## config.mk

```make
export PLATFORM = sky130hd
export DESIGN_NAME = uart_tx_buffered
export DESIGN_NICKNAME = d
export VERILOG_FILES = /design/src/rtl/uart_pkg.sv /design/src/rtl/byte_fifo.sv /design/src/rtl/uart_tx_buffered.sv
export SDC_FILE = /design/constraint.sdc
export NUM_CORES = 1
export LEC_CHECK = 0
export ABC_AREA = 1
export CORE_ASPECT_RATIO = 1.25
export CORE_MARGIN = 2
export CORE_UTILIZATION = 38
export DETAILED_ROUTE_END_ITERATION = 8
export PLACE_DENSITY = 0.51
export SLEW_MARGIN = 20
export SYNTH_ARGS = -nofsm -noshare
export SYNTH_HDL_FRONTEND = slang
export SYNTH_SLANG_ARGS = --single-unit
```

## constraint.sdc

```tcl
create_clock -name clk -period 3.7 [get_ports clk]
set_input_delay 1.11 -clock clk [delete_from_list [all_inputs] [get_ports clk]]
set_output_delay 1.11 -clock clk [all_outputs]
set_load 0.05 [all_outputs]
```

## src/rtl/uart_pkg.sv

```systemverilog
// Shared UART definitions used by the receiver and the buffered transmitter.
package uart_pkg;

    // Default bit period in clock cycles, common to RX and TX.
    localparam int BAUD_DIV_DEFAULT = 868;

    // Serializer phases of one 8N1 frame.
    typedef enum logic [1:0] {
        TX_IDLE,
        TX_START,
        TX_DATA,
        TX_STOP
    } tx_state_t;

endpackage

```

## src/rtl/byte_fifo.sv

```systemverilog
// DEPTH x 8 synchronous FIFO with a fall-through head: rd_data is valid
// whenever the FIFO is not empty, so a pop consumes the byte already shown.
module byte_fifo #(
    parameter int DEPTH = 16
) (
    input  logic                       clk,
    input  logic                       rst,
    input  logic                       push,
    input  logic [7:0]                 wr_data,
    input  logic                       pop,
    output logic [7:0]                 rd_data,
    output logic                       full,
    output logic                       empty,
    output logic [$clog2(DEPTH+1)-1:0] count
);
    localparam int AW = $clog2(DEPTH);
    localparam int NW = $clog2(DEPTH + 1);

    logic [7:0]    mem [DEPTH];
    logic [AW-1:0] wr_ptr;
    logic [AW-1:0] rd_ptr;
    logic          do_push;
    logic          do_pop;

    // A full FIFO refuses a push even when a pop happens in the same cycle,
    // and an empty FIFO ignores a pop even when a push happens alongside it.
    assign do_push = push && !full;
    assign do_pop  = pop && !empty;

    assign full    = (count == NW'(DEPTH));
    assign empty   = (count == '0);
    assign rd_data = mem[rd_ptr];

    // Storage write; contents are only meaningful between the pointers.
    // NOTE: the data array is deliberately left out of reset -- emptiness is
    // tracked by count, and resetting the array would only add reset fan-out.
    always_ff @(posedge clk) begin
        if (do_push) begin
            mem[wr_ptr] <= wr_data;
        end
    end

    // Pointer and occupancy bookkeeping; pointers wrap naturally at DEPTH.
    // NOTE: all state here uses non-blocking assignments so every register
    // samples pre-edge values regardless of statement order.
    always_ff @(posedge clk) begin
        if (rst) begin
            wr_ptr <= '0;
            rd_ptr <= '0;
            count  <= '0;
        end else begin
            if (do_push) begin
                wr_ptr <= wr_ptr + AW'(1);
            end
            if (do_pop) begin
                rd_ptr <= rd_ptr + AW'(1);
            end
            case ({do_push, do_pop})
                2'b10:   count <= count + NW'(1);
                2'b01:   count <= count - NW'(1);
                default: count <= count;
            endcase
        end
    end

endmodule

```

## src/rtl/uart_tx_buffered.sv

```systemverilog
// Buffered 8N1 UART transmitter: bytes are queued in a byte_fifo and sent
// back to back, with no idle gap while the queue holds data.
module uart_tx_buffered
    import uart_pkg::*;
#(
    parameter int BAUD_DIV = BAUD_DIV_DEFAULT,
    parameter int DEPTH    = 16
) (
    input  logic                       clk,
    input  logic                       rst,
    input  logic [7:0]                 in_data,
    input  logic                       in_valid,
    output logic                       in_ready,
    output logic                       uart_tx,
    output logic                       tx_busy,
    output logic [$clog2(DEPTH+1)-1:0] fifo_count,
    output logic                       overflow
);
    localparam int            CW       = $clog2(BAUD_DIV);
    localparam logic [CW-1:0] CNT_LAST = CW'(BAUD_DIV - 1);

    tx_state_t     state;
    logic [CW-1:0] bit_cnt;
    logic [2:0]    bit_idx;
    logic [7:0]    shift;
    logic          bit_end;
    logic          fifo_full;
    logic          fifo_empty;
    logic          fifo_pop;
    logic [7:0]    head;

    assign in_ready = !fifo_full;
    assign bit_end  = (bit_cnt == CNT_LAST);

    // A byte leaves the queue when idle, or at the very end of a stop bit so
    // the next start bit follows without a gap.
    assign fifo_pop = !fifo_empty &&
                      ((state == TX_IDLE) || (state == TX_STOP && bit_end));

    byte_fifo #(
        .DEPTH (DEPTH)
    ) u_fifo (
        .clk     (clk),
        .rst     (rst),
        .push    (in_valid),
        .wr_data (in_data),
        .pop     (fifo_pop),
        .rd_data (head),
        .full    (fifo_full),
        .empty   (fifo_empty),
        .count   (fifo_count)
    );

    // Sticky record of any byte refused because the queue was full.
    always_ff @(posedge clk) begin
        if (rst) begin
            overflow <= 1'b0;
        end else if (in_valid && fifo_full) begin
            overflow <= 1'b1;
        end
    end

    // Frame serializer: start bit, 8 data bits LSB first, stop bit.
    always_ff @(posedge clk) begin
        if (rst) begin
            state   <= TX_IDLE;
            uart_tx <= 1'b1;
            tx_busy <= 1'b0;
            bit_cnt <= '0;
            bit_idx <= '0;
            shift   <= '0;
        end else begin
            case (state)
                TX_IDLE: begin
                    if (!fifo_empty) begin
                        shift   <= head;
                        uart_tx <= 1'b0;
                        bit_cnt <= '0;
                        tx_busy <= 1'b1;
                        state   <= TX_START;
                    end
                end
                TX_START: begin
                    if (bit_end) begin
                        bit_cnt <= '0;
                        bit_idx <= '0;
                        uart_tx <= shift[0];
                        shift   <= shift >> 1;
                        state   <= TX_DATA;
                    end else begin
                        bit_cnt <= bit_cnt + CW'(1);
                    end
                end
                TX_DATA: begin
                    if (bit_end) begin
                        bit_cnt <= '0;
                        if (bit_idx == 3'd7) begin
                            uart_tx <= 1'b1;
                            state   <= TX_STOP;
                        end else begin
                            bit_idx <= bit_idx + 3'd1;
                            uart_tx <= shift[0];
                            shift   <= shift >> 1;
                        end
                    end else begin
                        bit_cnt <= bit_cnt + CW'(1);
                    end
                end
                TX_STOP: begin
                    if (bit_end) begin
                        bit_cnt <= '0;
                        if (!fifo_empty) begin
                            shift   <= head;
                            uart_tx <= 1'b0;
                            state   <= TX_START;
                        end else begin
                            tx_busy <= 1'b0;
                            state   <= TX_IDLE;
                        end
                    end else begin
                        bit_cnt <= bit_cnt + CW'(1);
                    end
                end
                default: begin
                    uart_tx <= 1'b1;
                    tx_busy <= 1'b0;
                    state   <= TX_IDLE;
                end
            endcase
        end
    end

endmodule
```

# After elaboration in Yosys (flattened, before gate mapping)
# Memory sizes are Yosys's and may differ from the RTL's. A register that Yosys moved wholly into a read port is not among the register bits.
# Index checks and enable logic that the tools add are counted.
totals:
  memories: 1
  register_bits: 39
  output_inout_bits: 9
  elab_cells: 86
  inputBits: 11
  ramBits: 128
mem_list:
  columns: ["name", "words", "width", "read_ports", "rd_clocked_by_memory_dff", "wr", "line", "source"]
  rows:
  - ["u_fifo.mem", 16, 8, 1, 1, 1, "byte_fifo.sv:19", "logic [7:0] mem [DEPTH];"]
classes:
  n_eq_ne: 15
  n_addsub: 6
  n_reduce_logical: 19
  muxes: 35
op_table:
  columns: ["op", "count"]
  rows:
  - ["$mux 8", 5]
  - ["$pmux 8 s4", 1]
  - ["$mux 10", 2]
  - ["$pmux 10 s2", 1]
  - ["$ne 2x2->1 const B", 7]
  - ["$reduce_and 4->1", 3]
  - ["$mux 1", 11]
  - ["$add 10x1->10 const B", 1]
  - ["$eq 10x10->1 const B", 1]
  - ["$mux 2", 5]
  - ["$pmux 5 s2", 1]
  - ["$mux 3", 3]
  - ["$add 4x1->4 const B", 2]
  - ["$mux 4", 2]
  - ["$pmux 2 s4", 1]
  - ["$eq 2x2->1 const B", 3]
  - ["$pmux 3 s2", 1]
  - ["$reduce_bool 2->1", 3]
  - ["$add 5x1->5 const B", 1]
  - ["$eq 5x5->1 const B", 1]
  - ["$logic_and 1x1->1", 5]
  - ["$logic_not 5->1", 1]
  - ["$reduce_and 5->1", 1]
  - ["$sub 5x1->5 const B", 1]
  - ["10 further kinds", 12]

# Logic depth before layout (Yosys ltp)
# Gate-level depths: netlist of the first run.
depth:
  word_depth: 7
  depth_mapped: 14
  ltp_nobuf: 14

# By module
# From an unflattened synthesis of the first run, not the netlist that was laid out.
hier_totals:
  hier_cells: 708
  hier_area_um2: 7696.1
modules_own_cells:
  columns: ["module", "n_inst", "area_each_um2", "seq_area_each_um2", "cells_per_inst"]
  rows:
  - ["byte_fifo", 1, 6092.1, 4184.0, 477]
  - ["uart_tx_buffered", 1, 1604.0, 520.5, 231]

# Worst setup path before layout of the first run
# OpenSTA, ideal clock, no wires.
synth_path:
  kind: "flip-flop to flip-flop"
  from: "register u_fifo.count[2]"
  to: "register u_fifo.count[4]"
  n_path_buf: 0
  setup_slack_ps: 1080
  setup_time_ps: 132
  arrival_time_ps: 2488
  synth_period_minus_slack_ps: 2620
  stages_incl_launch_ff: 15
  required_time_ps: 3568
  cell_sequence: "dfxtp_1 > nor2_1 > nand2_1 > nor2_1 > inv_2 > nand2_2 > ha_1 > xor2_1 > ha_1 > a21o_1 > nand3_1 > nand2_1 > xor2_1 > nand2_1 > a21oi_1"
synth_between:
  elab_cells_between_ends: 13
  cone_classes: "add/sub (2); eq/ne (3); mux (1); reduce/logical (7)"
synth_rtl:
  columns: ["element", "line", "source"]
  rows:
  - ["from (decl)", "byte_fifo.sv:14", "output logic [$clog2(DEPTH+1)-1:0] count"]
  - ["from (signal assigned)", "byte_fifo.sv:59", "2'b10: count <= count + NW'(1);"]
  - ["from (signal assigned)", "byte_fifo.sv:60", "2'b01: count <= count - NW'(1);"]
  - ["from (signal assigned)", "byte_fifo.sv:61", "default: count <= count;"]
  - ["$eq 5x5->1 *", "byte_fifo.sv:30", "assign full = (count == NW'(DEPTH));"]
  - ["$logic_not 1->1 *", null, null]
  - ["net in_ready", "uart_tx_buffered.sv:13", "output logic in_ready,"]
  - ["$logic_and 1x1->1 *", "byte_fifo.sv:27", "assign do_push = push && !full;"]
  - ["$eq 2x1->1 / $eq 2x2->1 (equally long branches)", "byte_fifo.sv:58", "case ({do_push, do_pop})"]
  - ["$pmux 5 s2 / $reduce_bool 2->1 (equally long branches)", null, null]
# Mark *: on every way through the listed nets, which the timed path passes. The rest lies on a longest branch.
# A chain may end at the register's enable or synchronous reset.

# Worst setup path after layout of the first run
layout_path:
  from: "register u_fifo.count[2]"
  to: "output port in_ready"
layout_between:
  elab_chain_cells: 2
layout_rtl:
  columns: ["element", "line", "source"]
  rows:
  - ["$eq 5x5->1", "byte_fifo.sv:30", null]
  - ["$logic_not 1->1", "uart_tx_buffered.sv:32", "assign in_ready = !fifo_full;"]
  - ["to (decl)", "uart_tx_buffered.sv:13", null]
# Every way passes these cells.

==> results of run 1 <==
-- kinds of logic after synthesis --
group	after synthesis	share of synthesized area
adders and majority gates	17	0.0278
buffers and inverters	122	0.0636
and+or+nand+nor	423	0.236
AOI/OAI and AO/OA	59	0.0458
DFF	171	0.615
xor gates and xnor gates	10	0.0115
-- synth_stat cells (2+ instances only) --
cell type and instances:
sky130_fd_sc_hd__nand2_1 235, sky130_fd_sc_hd__edfxtp_1 128, sky130_fd_sc_hd__nand3_1 97, sky130_fd_sc_hd__inv_1 88, sky130_fd_sc_hd__nor2_1 68, sky130_fd_sc_hd__dfxtp_1 43, sky130_fd_sc_hd__a21oi_1 25, sky130_fd_sc_hd__ha_1 17
sky130_fd_sc_hd__o21ai_0 17, sky130_fd_sc_hd__clkbuf_1 13, sky130_fd_sc_hd__xor2_1 9, sky130_fd_sc_hd__buf_2 8, sky130_fd_sc_hd__buf_1 4, sky130_fd_sc_hd__inv_2 4, sky130_fd_sc_hd__nand4_1 4, sky130_fd_sc_hd__nor3_1 4
sky130_fd_sc_hd__buf_4 3, sky130_fd_sc_hd__nand2_2 3, sky130_fd_sc_hd__nor2_2 3, sky130_fd_sc_hd__o211ai_1 3, sky130_fd_sc_hd__a211oi_1 2, sky130_fd_sc_hd__a21oi_2 2, sky130_fd_sc_hd__a22oi_1 2, sky130_fd_sc_hd__nand3_4 2
sky130_fd_sc_hd__nor2_4 2, sky130_fd_sc_hd__o21a_1 2
-- through the flow --
stage / total power [W] / cells / setup WS [ps] / hold slack (ps)
2_1_floorplan: 0.00368 / 802 / 1080 / 428
3_3_place_gp: 0.00414 / 1070 / 652 / 446
3_5_place_dp: 0.00416 / 1070 / 591 / 456
4_1_cts: 0.00588 / 1102 / 533 / 468
5_1_grt: 0.00620 / 1102 / 416 / 480
6_report: 0.00584 / 1102 / 560 / 468
-- worst max-delay path by stage --
| stage | startpoint | end | cells past startpoint |
|---|---|---|---|
| final | u_fifo.count[2] | in_ready | 5 |
| after global routing | u_fifo.count[2] | in_ready | 5 |
| after CTS | u_fifo.count[2] | in_ready | 5 |
| after detailed placement | in_valid | u_fifo.count[4] | 11 |
| after global placement | in_valid | u_fifo.count[4] | 11 |
| after floorplan | u_fifo.count[2] | u_fifo.count[4] | 14 |
-- registers in the layout, summed over array words and instances (netlist names), named ones only --
name,cells
u_fifo.mem,128
u_fifo.count,5
shift,8
state,2
bit_idx,3
uart_tx,1
u_fifo.rd_ptr,4
u_fifo.wr_ptr,4
bit_cnt,10
tx_busy,1
overflow,1
-- report_power, final --
group / internal, W / switching [W]
Sequential: 0.00219 / 0.0000985
Clock: 0.000897 / 0.000819
Combinational: 0.000558 / 0.00128
Total: 0.00365 / 0.00219
-- per-layer routing --
metal  GRT usage  part of all wire  wire length, um
met1       0.225              0.44             7950
met2       0.305              0.50             8930
met3      0.0306             0.035              630
met4      0.0769             0.026              467
met5           0                 0                0
-- worst max-delay path, stage by stage, from the launching register on --
cell and delay, ps:
sky130_fd_sc_hd__dfxtp_1 370, sky130_fd_sc_hd__nor2_1 240, sky130_fd_sc_hd__nand2_1 80, sky130_fd_sc_hd__nor2_1 150, sky130_fd_sc_hd__inv_2 60, sky130_fd_sc_hd__clkdlybuf4s50_1 700
-- layout make-up --
type | count | area, um2
fillers | 1908 | 11300
flip-flops and latches | 171 | 4710
multi-input cells | 509 | 2460
clock buffers | 17 | 425
inverters | 93 | 349
well taps | 270 | 338
repair buffers | 27 | 250
clock inverters | 15 | 144
==> impl_metrics.prom, run 1 <==
# TYPE chip_impl_metric gauge
chip_impl_info{name="status",value="complete, no violations"} 1
chip_impl_metric{name="grt_pass1_vias",unit=""} 5327
chip_impl_metric{name="max_cap_viol_count",unit=""} 0
chip_impl_info{name="layout_commonest_cell",value="sky130_fd_sc_hd__nand2_1"} 1
chip_impl_metric{name="die_w",unit="um"} 131
chip_impl_metric{name="fin_crit",unit="ps"} 3140
chip_impl_metric{name="synth_async_sr_flop_share",unit=""} 0
chip_impl_metric{name="synthDistinctLibCells",unit=""} 40
chip_impl_metric{name="num_rows",unit=""} 58
chip_impl_metric{name="max_freq",unit="MHz"} 318
chip_impl_metric{name="grt_first_pass_wirelength",unit="um"} 28400
chip_impl_metric{name="syn_area",unit="um2"} 7650
chip_impl_metric{name="drc",unit=""} 0
chip_impl_metric{name="cp_data_arrival_time",unit="ps"} 2030
chip_impl_info{name="reg2reg_to",value="u_fifo.count[4]"} 1
chip_impl_metric{name="place_area",unit="um2"} 8100
chip_impl_metric{name="power_density",unit="nW/um2"} 674
chip_impl_metric{name="route.detailed.wl_per_inst",unit="um"} 16.3
chip_impl_metric{name="cts-buffers-inserted",unit=""} 17
chip_impl_metric{name="finalClockSkew",unit="ps"} 10.2
chip_impl_metric{name="antenna_cells",unit=""} 0
chip_impl_metric{name="post_route_cells_drive_above_1_share",unit=""} 0.0733
chip_impl_metric{name="tritoncts_num_sinks",unit=""} 171
chip_impl_metric{name="setup_viol",unit=""} 0
chip_impl_info{name="cts_tree",value="built"} 1
chip_impl_info{name="netlist.top_cell.by_area",value="sky130_fd_sc_hd__edfxtp_1"} 1
chip_impl_metric{name="htree_levels",unit=""} 4
chip_impl_metric{name="grt.overflow.total",unit=""} 0
chip_impl_metric{name="finalWirelength",unit="um"} 18000
chip_impl_metric{name="drt-initial-drc-count",unit=""} 385
chip_impl_metric{name="relSlewSlack",unit=""} 0.299
chip_impl_metric{name="worstPathMaxFanout",unit=""} 5
chip_impl_metric{name="antenna_found_initial",unit=""} 0
chip_impl_info{name="setup.worst_path.end_class",value="output port"} 1
chip_impl_metric{name="postSynthCellCount",unit=""} 802
chip_impl_metric{name="cts.reportedPaths.clkPinSlew",unit="ps"} 70
chip_impl_metric{name="grt_start_max_net_pins",unit=""} 67
chip_impl_metric{name="via_count",unit=""} 5397
chip_impl_metric{name="worst-slew-pin-transition",unit="ps"} 1050
chip_impl_info{name="clockRootBuffer",value="sky130_fd_sc_hd__clkbuf_16"} 1
chip_impl_metric{name="syn_nets",unit=""} 830
chip_impl_metric{name="via_per_inst",unit=""} 4.90
chip_impl_info{name="hold_path_end",value="shift[3]"} 1
chip_impl_metric{name="portBuffers",unit=""} 19
chip_impl_metric{name="synth.avg_cell_area",unit="um2"} 9.54
chip_impl_metric{name="report.final.slew_viol_count",unit=""} 0
chip_impl_metric{name="area_delta_synth_final",unit="%"} 13.4
chip_impl_metric{name="die_h",unit="um"} 163
chip_impl_metric{name="dp_hpwl",unit="um"} 11900
chip_impl_metric{name="final.period_utilization",unit=""} 0.849
chip_impl_metric{name="max-vdd-ir-drop",unit="mV"} 0.407
chip_impl_metric{name="synth_seq_area_share",unit=""} 0.615
chip_impl_metric{name="hold_buffers",unit=""} 0
chip_impl_info{name="holdCritStartpoint",value="shift[3]"} 1
chip_impl_metric{name="synth_largest_type_area_fraction",unit=""} 0.503
chip_impl_metric{name="io_pins",unit=""} 20
chip_impl_metric{name="finish.net_count",unit=""} 847
chip_impl_metric{name="power_leakage",unit="nW"} 3.51
chip_impl_metric{name="synthesis.yosys.warnings",unit=""} 0
chip_impl_metric{name="clk-insertion-delay-late",unit="ps"} 430
chip_impl_metric{name="final_hold_viol_count",unit=""} 0
chip_impl_metric{name="postRouteAntennaNets",unit=""} 0
chip_impl_metric{name="grt_util_all_layers",unit=""} 0.180
chip_impl_metric{name="synth_enable_flop_cells",unit=""} 128
chip_impl_info{name="startpoint_type",value="flop"} 1
chip_impl_info{name="worst_r2r_startpoint",value="bit_cnt[0]"} 1
chip_impl_info{name="layout_common_cells",value="sky130_fd_sc_hd__nand2_1 (235), sky130_fd_sc_hd__edfxtp_1 (128), sky130_fd_sc_hd__nand3_1 (97), sky130_fd_sc_hd__inv_1 (88), sky130_fd_sc_hd__nor2_1 (68)"} 1
chip_impl_metric{name="finalSetupTns",unit="ps"} 0
chip_impl_metric{name="floorplan.die_area",unit="um2"} 21300
chip_impl_info{name="grt_setup_unrepaired",value="false"} 1
chip_impl_info{name="synthTopCellsByArea",value="sky130_fd_sc_hd__edfxtp_1 (50%), sky130_fd_sc_hd__nand2_1 (12%), sky130_fd_sc_hd__dfxtp_1 (11%), sky130_fd_sc_hd__nand3_1 (6.3%), sky130_fd_sc_hd__inv_1 (4.3%)"} 1
chip_impl_metric{name="worst_ep_required_time",unit="ps"} 2590
chip_impl_metric{name="clock_path_buffers",unit=""} 2
chip_impl_metric{name="gpl.final_weighted_congestion",unit=""} 0.878
chip_impl_metric{name="postCtsSetupRepairBufs",unit=""} 0
chip_impl_metric{name="hold_depth",unit=""} 2
chip_impl_info{name="hold_class",value="reg2reg"} 1
chip_impl_metric{name="cts.repair.resized",unit=""} 0
chip_impl_metric{name="initial_utilization",unit=""} 0.383
chip_impl_metric{name="reg2reg_slack",unit="ps"} 830
chip_impl_metric{name="post-route-util",unit=""} 0.434
chip_impl_metric{name="first_pass_iters",unit=""} 5
chip_impl_metric{name="post-route-cell-area",unit="um2"} 8670
chip_impl_info{name="synth-main-ff-cell",value="sky130_fd_sc_hd__edfxtp_1"} 1
chip_impl_metric{name="postSynthRegisterBits",unit=""} 171
chip_impl_metric{name="core-area",unit="um2"} 20000
chip_impl_metric{name="ff2ff_path_depth",unit=""} 14
chip_impl_info{name="crit_type",value="reg2out"} 1
(Power assumes the default switching activity.)
==> inputs of run 2 (changes only) <==
==> constraint.sdc (replaced) <==
create_clock -name clk -period 3 [get_ports clk]
set_input_delay 0.9 -clock clk [delete_from_list [all_inputs] [get_ports clk]]
set_output_delay 0.9 -clock clk [all_outputs]
set_load 0.05 [all_outputs]
==> run 2 against run 1 <==
Sequential power increased by 23%. Setup slack got worse by 250 ps. Critical endpoint unchanged. Critical path depth unchanged. Register-to-register slack got worse by 340 ps. Largest cell class unchanged. Largest power group unchanged.
==> impl_metrics.prom, run 2 (same netlist as run 1, synthesis figures left out) <==
# TYPE chip_impl_metric gauge
chip_impl_info{name="status",value="complete, no violations"} 1
chip_impl_metric{name="area_delta_synth_final",unit="%"} 16.0
chip_impl_info{name="crit_type",value="reg2out"} 1
chip_impl_metric{name="postRouteAntennaNets",unit=""} 0
chip_impl_metric{name="cts.reportedPaths.clkPinSlew",unit="ps"} 60
chip_impl_info{name="startpoint_type",value="flop"} 1
chip_impl_metric{name="post-route-util",unit=""} 0.444
chip_impl_metric{name="first_pass_iters",unit=""} 5
chip_impl_metric{name="fillers",unit=""} 1935
chip_impl_metric{name="htree_levels",unit=""} 4
chip_impl_metric{name="grt_pass1_vias",unit=""} 5137
chip_impl_metric{name="dp_worst_setup_slack",unit="ps"} 149
chip_impl_metric{name="final-seq-area",unit="um2"} 4710
chip_impl_info{name="crit_top_cell",value="sky130_fd_sc_hd__nor2_1"} 1
chip_impl_info{name="grt_setup_unrepaired",value="false"} 1
chip_impl_metric{name="antenna_found_initial",unit=""} 0
chip_impl_metric{name="floorplan.die_area",unit="um2"} 21300
chip_impl_metric{name="relSlewSlack",unit=""} 0.515
chip_impl_metric{name="tritoncts_num_sinks",unit=""} 171
chip_impl_metric{name="max-vdd-ir-drop",unit="mV"} 0.454
chip_impl_metric{name="post_route_cells_drive_above_1_share",unit=""} 0.0881
chip_impl_metric{name="finalClockSkew",unit="ps"} 9.34
chip_impl_metric{name="postCtsSetupRepairBufs",unit=""} 0
chip_impl_metric{name="final.period_utilization",unit=""} 0.896
chip_impl_metric{name="grt_first_pass_wirelength",unit="um"} 27600
chip_impl_metric{name="dp_hpwl",unit="um"} 11300
chip_impl_metric{name="gpl.final_weighted_congestion",unit=""} 0.846
chip_impl_info{name="cts_tree",value="built"} 1
chip_impl_metric{name="power_leakage",unit="nW"} 3.64
chip_impl_info{name="hold_class",value="reg2reg"} 1
chip_impl_metric{name="antenna_cells",unit=""} 0
chip_impl_info{name="setup.worst_path.end_class",value="output port"} 1
chip_impl_info{name="slowest_stage_cell_crit_path",value="sky130_fd_sc_hd__dlygate4sd2_1"} 1
chip_impl_metric{name="multiInputGateArea",unit="um2"} 2460
chip_impl_metric{name="cts-buffers-inserted",unit=""} 17
chip_impl_metric{name="via_count",unit=""} 5322
chip_impl_metric{name="finish.net_count",unit=""} 866
chip_impl_info{name="largest-register",value="u_fifo.mem"} 1
chip_impl_metric{name="grt_start_max_net_pins",unit=""} 67
chip_impl_info{name="layout_common_cells",value="sky130_fd_sc_hd__nand2_1 (235), sky130_fd_sc_hd__edfxtp_1 (128), sky130_fd_sc_hd__nand3_1 (97), sky130_fd_sc_hd__inv_1 (88), sky130_fd_sc_hd__nor2_1 (68)"} 1
chip_impl_metric{name="number_of_flip_flops_in_the_largest_register",unit=""} 128
chip_impl_metric{name="via_per_inst",unit=""} 4.75
chip_impl_metric{name="delay_contributed_by_the_slowest_stage_of_the_critical_path",unit="ps"} 420
chip_impl_metric{name="max_freq",unit="MHz"} 372
chip_impl_metric{name="die_w",unit="um"} 131
chip_impl_metric{name="grt.overflow.total",unit=""} 0
chip_impl_metric{name="fin_crit",unit="ps"} 2690
chip_impl_metric{name="report.final.slew_viol_count",unit=""} 0
chip_impl_metric{name="total_power",unit="W"} 0.00734
chip_impl_metric{name="power_density",unit="nW/um2"} 828
chip_impl_metric{name="setup_viol",unit=""} 0
chip_impl_metric{name="grt_util_all_layers",unit=""} 0.174
chip_impl_metric{name="route.detailed.wl_per_inst",unit="um"} 15.3
chip_impl_metric{name="worst-slew-pin-transition",unit="ps"} 727
chip_impl_metric{name="finalWirelength",unit="um"} 17200
chip_impl_metric{name="initial_utilization",unit=""} 0.383
chip_impl_info{name="largest_regs",value="u_fifo.mem x128, bit_cnt x10, shift x8"} 1
chip_impl_info{name="clockRootBuffer",value="sky130_fd_sc_hd__clkbuf_16"} 1
chip_impl_metric{name="finalWorstSetupSlack",unit="ps"} 311
chip_impl_metric{name="max_cap_viol_count",unit=""} 0
chip_impl_metric{name="clk-insertion-delay-late",unit="ps"} 430
chip_impl_metric{name="core-area",unit="um2"} 20000
chip_impl_metric{name="worst_ep_required_time",unit="ps"} 2100
chip_impl_metric{name="portBuffers",unit=""} 19
chip_impl_metric{name="final_hold_viol_count",unit=""} 0
chip_impl_metric{name="drt-initial-drc-count",unit=""} 395
chip_impl_metric{name="finalSetupTns",unit="ps"} 0
chip_impl_metric{name="num_rows",unit=""} 58
chip_impl_metric{name="reg2reg_slack",unit="ps"} 490
chip_impl_metric{name="io_pins",unit=""} 20
chip_impl_metric{name="drc",unit=""} 0
chip_impl_metric{name="die_h",unit="um"} 163
chip_impl_info{name="layout_commonest_cell",value="sky130_fd_sc_hd__nand2_1"} 1
chip_impl_metric{name="clock_path_buffers",unit=""} 2
chip_impl_info{name="critical_path.cell_chain",value="nor2_1 -> nand2_1 -> nor2_1 -> inv_2 -> dlygate4sd2_1"} 1
chip_impl_metric{name="cp_data_arrival_time",unit="ps"} 1790
chip_impl_metric{name="worstPathMaxFanout",unit=""} 5
[run 2: per-stage QoR]
| step | hold slack (ps) | cell area (um2) | cells |
|---|---|---|---|
| floorplan | 428 | 7650 | 802 |
| global placement | 443 | 8250 | 1089 |
| detailed placement | 449 | 8250 | 1089 |
| CTS | 461 | 8870 | 1121 |
| global route | 479 | 8870 | 1121 |
| finish | 454 | 8870 | 1121 |
[run 2: final timing paths]
path              startpoint               to  cells past startpoint
min reg2reg       bit_idx[0]       bit_idx[0]                      1
min               bit_idx[0]       bit_idx[0]                      1
max reg2reg       bit_cnt[0]  u_fifo.count[4]                     14
max          u_fifo.count[2]         in_ready                      5
[run 2: metal layers]
| metal | share of wire | track usage | up-vias |
|---|---|---|---|
| met2 | 0.52 | 0.300 | 94 |
| met3 | 0.034 | 0.0352 | 14 |
| met4 | 0.012 | 0.0464 | 0 |
| met5 | 0 | 0 | - |
| met1 | 0.43 | 0.221 | 2511 |
| li1 | - | - | 2703 |
[run 2: final cells by class]
| cell class | count | area share |
|---|---|---|
| clock buffer | 24 | 0.0532 |
| sequential | 171 | 0.531 |
| tap | 270 | 0.0381 |
| timing repair buffer | 46 | 0.0456 |
| clock inverter | 8 | 0.0162 |
| inverter | 93 | 0.0394 |
| multi-input combinational | 509 | 0.277 |
[run 2: what timing repair did]
| item | CTS | global route |
|---|---|---|
| endpoints found under the hold margin | 0 | 0 |
| resized for setup | 1 | 0 |
| setup endpoints to repair | 1 | 0 |
| hold buffers | 0 | 0 |
[run 2: critical path, delay by kind of cell (launching register included)]
| family | cells | cell delay [ps] |
|---|---|---|
| AND/OR/NAND/NOR | 3 | 510 |
| flip-flops | 1 | 370 |
| buffers and inverters | 2 | 480 |
[run 2: power by group]
group	leakage [nW]	total (W)	switching [W]	internal (W)
sequential	1.51	0.00282	0.000112	0.00271
combinational	1.83	0.00224	0.00152	0.000722
clock	0.302	0.00229	0.000850	0.00144
==> inputs of run 3 (changes only) <==
--- a/config.mk
+++ b/config.mk
@@ -10,6 +10,7 @@
 export CORE_MARGIN = 2
 export CORE_UTILIZATION = 38
 export DETAILED_ROUTE_END_ITERATION = 8
+export GPL_ROUTABILITY_DRIVEN = 0
 export PLACE_DENSITY = 0.51
 export SLEW_MARGIN = 20
 export SYNTH_ARGS = -nofsm -noshare
==> run 3 against run 2 <==
Setup slack improved by 25 ps. Clock skew fell by 1.0 ps. Combinational power is essentially flat. Cell count grew 0.18%. Largest cell class unchanged.
==> impl_metrics.prom, run 3 (same netlist as run 1, synthesis figures left out) <==
# TYPE chip_impl_metric gauge
chip_impl_info{name="layout_commonest_cell",value="sky130_fd_sc_hd__nand2_1"} 1
chip_impl_info{name="status",value="complete, no violations"} 1
chip_impl_metric{name="final-seq-area",unit="um2"} 4710
chip_impl_metric{name="hold_slack",unit="ps"} 455
chip_impl_metric{name="antenna_found_initial",unit=""} 0
chip_impl_metric{name="grt.overflow.total",unit=""} 0
chip_impl_metric{name="dp_hpwl",unit="um"} 11400
chip_impl_info{name="startpoint_type",value="flop"} 1
chip_impl_metric{name="die_w",unit="um"} 131
chip_impl_metric{name="grt_start_max_net_pins",unit=""} 67
chip_impl_info{name="worst_r2r_startpoint",value="bit_cnt[0]"} 1
chip_impl_metric{name="relSlewSlack",unit=""} 0.467
chip_impl_info{name="largest_regs",value="u_fifo.mem x128, bit_cnt x10, shift x8"} 1
chip_impl_metric{name="area_delta_synth_final",unit="%"} 14.9
chip_impl_metric{name="fillers",unit=""} 1923
chip_impl_metric{name="die_h",unit="um"} 163
chip_impl_info{name="layout_common_cells",value="sky130_fd_sc_hd__nand2_1 (235), sky130_fd_sc_hd__edfxtp_1 (128), sky130_fd_sc_hd__nand3_1 (97), sky130_fd_sc_hd__inv_1 (88), sky130_fd_sc_hd__nor2_1 (68)"} 1
chip_impl_metric{name="portBuffers",unit=""} 19
chip_impl_metric{name="reg2reg_slack",unit="ps"} 340
chip_impl_metric{name="postCtsSetupRepairBufs",unit=""} 0
chip_impl_info{name="grt_setup_unrepaired",value="false"} 1
chip_impl_metric{name="finish.net_count",unit=""} 868
chip_impl_metric{name="post_route_cells_drive_above_1_share",unit=""} 0.0950
chip_impl_metric{name="report.final.slew_viol_count",unit=""} 0
chip_impl_info{name="holdCritStartpoint",value="bit_idx[0]"} 1
chip_impl_info{name="cts_tree",value="built"} 1
chip_impl_metric{name="setup_viol",unit=""} 0
chip_impl_metric{name="worst-slew-pin-transition",unit="ps"} 799
chip_impl_metric{name="max-vdd-ir-drop",unit="mV"} 0.459
chip_impl_metric{name="clk-insertion-delay-late",unit="ps"} 430
chip_impl_info{name="critical_path.cell_chain",value="ha_1 -> nand2_1 -> nor2_2 -> nand3_4 -> o21ai_2 -> ha_1 -> xor2_1 -> ha_1 -> a21o_1 -> nand3_1 -> nand2_1 -> xor2_1 -> nand2_1 -> a21oi_1"} 1
chip_impl_metric{name="power_leakage",unit="nW"} 3.59
chip_impl_metric{name="max_cap_viol_count",unit=""} 0
chip_impl_metric{name="route.detailed.wl_per_inst",unit="um"} 15.3
chip_impl_metric{name="delay_contributed_by_the_slowest_stage_of_the_critical_path",unit="ps"} 450
chip_impl_metric{name="io_pins",unit=""} 20
chip_impl_metric{name="multiInputGateArea",unit="um2"} 2460
chip_impl_metric{name="fin_crit",unit="ps"} 2660
chip_impl_metric{name="power_density",unit="nW/um2"} 805
chip_impl_metric{name="cp_data_arrival_time",unit="ps"} 3020
chip_impl_metric{name="non_filler_cells_in_the_finished_layout",unit=""} 1123
chip_impl_metric{name="cts-buffers-inserted",unit=""} 17
chip_impl_metric{name="worstPathMaxFanout",unit=""} 7
chip_impl_metric{name="postRouteAntennaNets",unit=""} 0
chip_impl_info{name="largest-register",value="u_fifo.mem"} 1
chip_impl_metric{name="finalWirelength",unit="um"} 17200
chip_impl_metric{name="placed_cells",unit=""} 1091
chip_impl_metric{name="tritoncts_num_sinks",unit=""} 171
chip_impl_metric{name="drc",unit=""} 0
chip_impl_metric{name="grt_util_all_layers",unit=""} 0.174
chip_impl_metric{name="finalClockSkew",unit="ps"} 8.29
chip_impl_metric{name="number_of_flip_flops_in_the_largest_register",unit=""} 128
chip_impl_info{name="clockRootBuffer",value="sky130_fd_sc_hd__clkbuf_16"} 1
chip_impl_info{name="reg2reg_to",value="u_fifo.count[4]"} 1
chip_impl_metric{name="ff2ff_path_depth",unit=""} 14
chip_impl_metric{name="core-area",unit="um2"} 20000
chip_impl_metric{name="initial_utilization",unit=""} 0.383
chip_impl_metric{name="final.period_utilization",unit=""} 0.888
chip_impl_metric{name="hold_depth",unit=""} 1
chip_impl_metric{name="antenna_cells",unit=""} 0
chip_impl_metric{name="via_per_inst",unit=""} 4.78
chip_impl_info{name="slowest_stage_cell_crit_path",value="sky130_fd_sc_hd__dfxtp_1"} 1
chip_impl_metric{name="htree_levels",unit=""} 4
chip_impl_metric{name="worst_ep_required_time",unit="ps"} 3360
chip_impl_metric{name="via_count",unit=""} 5373
chip_impl_info{name="critical_path.top_delay_family",value="adder cells"} 1
chip_impl_metric{name="finalSetupTns",unit="ps"} 0
chip_impl_metric{name="grt_first_pass_wirelength",unit="um"} 28000
chip_impl_metric{name="drt-initial-drc-count",unit=""} 446
chip_impl_metric{name="first_pass_iters",unit=""} 5
chip_impl_info{name="hold_path_end",value="bit_idx[0]"} 1
chip_impl_metric{name="worst-path-buf-inv",unit=""} 0
chip_impl_info{name="crit_type",value="reg2reg"} 1
chip_impl_metric{name="grt_pass1_vias",unit=""} 5308
chip_impl_metric{name="cts.reportedPaths.clkPinSlew",unit="ps"} 70
chip_impl_metric{name="max_freq",unit="MHz"} 375
chip_impl_metric{name="floorplan.die_area",unit="um2"} 21300
chip_impl_metric{name="num_rows",unit=""} 58
chip_impl_info{name="setup.worst_path.end_class",value="flop"} 1
chip_impl_info{name="hold_class",value="reg2reg"} 1
chip_impl_metric{name="clock_path_buffers",unit=""} 2
chip_impl_metric{name="final_hold_viol_count",unit=""} 0
## run 3: changes by cell type in the layout (fill, tap and decap cells not counted), sizes merged, moves of 2 or more
cell and change:
buf +2, bufinv -4, clkbuf -6, clkinv +4, clkinvlp +5
## run 3: through the flow
step / power (W) / util / instance area (um2) / setup slack (ps)
6_report: 0.00707 / 0.440 / 8790 / 336
5_1_grt: 0.00754 / 0.440 / 8790 / 141
4_1_cts: 0.00714 / 0.440 / 8790 / 45.9
3_5_place_dp: 0.00516 / 0.414 / 8260 / 172
3_3_place_gp: 0.00511 / 0.414 / 8260 / 267
2_1_floorplan: 0.00454 / - / 7650 / 380
## run 3: metal layers
metal  up-vias  share of wire  global-route usage
li1       2709              -                   -
met1      2558           0.44               0.219
met2        86           0.52               0.300
met3        20          0.028              0.0283
met4         0          0.015              0.0653
met5         -              0                   0
## run 3: repair_timing
item,CTS,global route
setup endpoints to repair,0,1
gates resized for setup,0,1
hold buffers,0,0
## run 3: worst max path at each step
| stage | startpoint | end | slack, ps | depth (start not counted) |
|---|---|---|---|---|
| after floorplan | u_fifo.count[2] | u_fifo.count[4] | 380 | 14 |
| after global placement | in_valid | u_fifo.count[4] | 270 | 11 |
| after detailed placement | in_valid | u_fifo.count[4] | 170 | 11 |
| after CTS | u_fifo.count[2] | in_ready | 50 | 5 |
| after global routing | bit_cnt[0] | u_fifo.count[4] | 140 | 14 |
| final | bit_cnt[0] | u_fifo.count[4] | 340 | 14 |
## run 3: layout make-up
cell class | count | area share
clock buffer | 18 | 0.0488
clock inverter | 14 | 0.0115
inverter | 93 | 0.0397
multi-input combinational | 509 | 0.279
sequential | 171 | 0.535
tap | 270 | 0.0384
timing repair buffer | 48 | 0.0467
## run 3: worst register-to-register path, cell delays in order, from the launching register on
cell	delay [ps]
sky130_fd_sc_hd__dfxtp_1	450
sky130_fd_sc_hd__ha_1	260
sky130_fd_sc_hd__nand2_1	80
sky130_fd_sc_hd__nor2_2	130
sky130_fd_sc_hd__nand3_4	140
sky130_fd_sc_hd__o21ai_2	200
sky130_fd_sc_hd__ha_1	250
sky130_fd_sc_hd__xor2_1	220
sky130_fd_sc_hd__ha_1	190
sky130_fd_sc_hd__a21o_1	130
sky130_fd_sc_hd__nand3_1	110
sky130_fd_sc_hd__nand2_1	110
sky130_fd_sc_hd__xor2_1	150
sky130_fd_sc_hd__nand2_1	60
sky130_fd_sc_hd__a21oi_1	120
## run 3: report_power, final
group          internal [W]  switching, W
Combinational      0.000732       0.00153
Clock               0.00106      0.000926
Sequential          0.00270      0.000120
Total               0.00449       0.00258
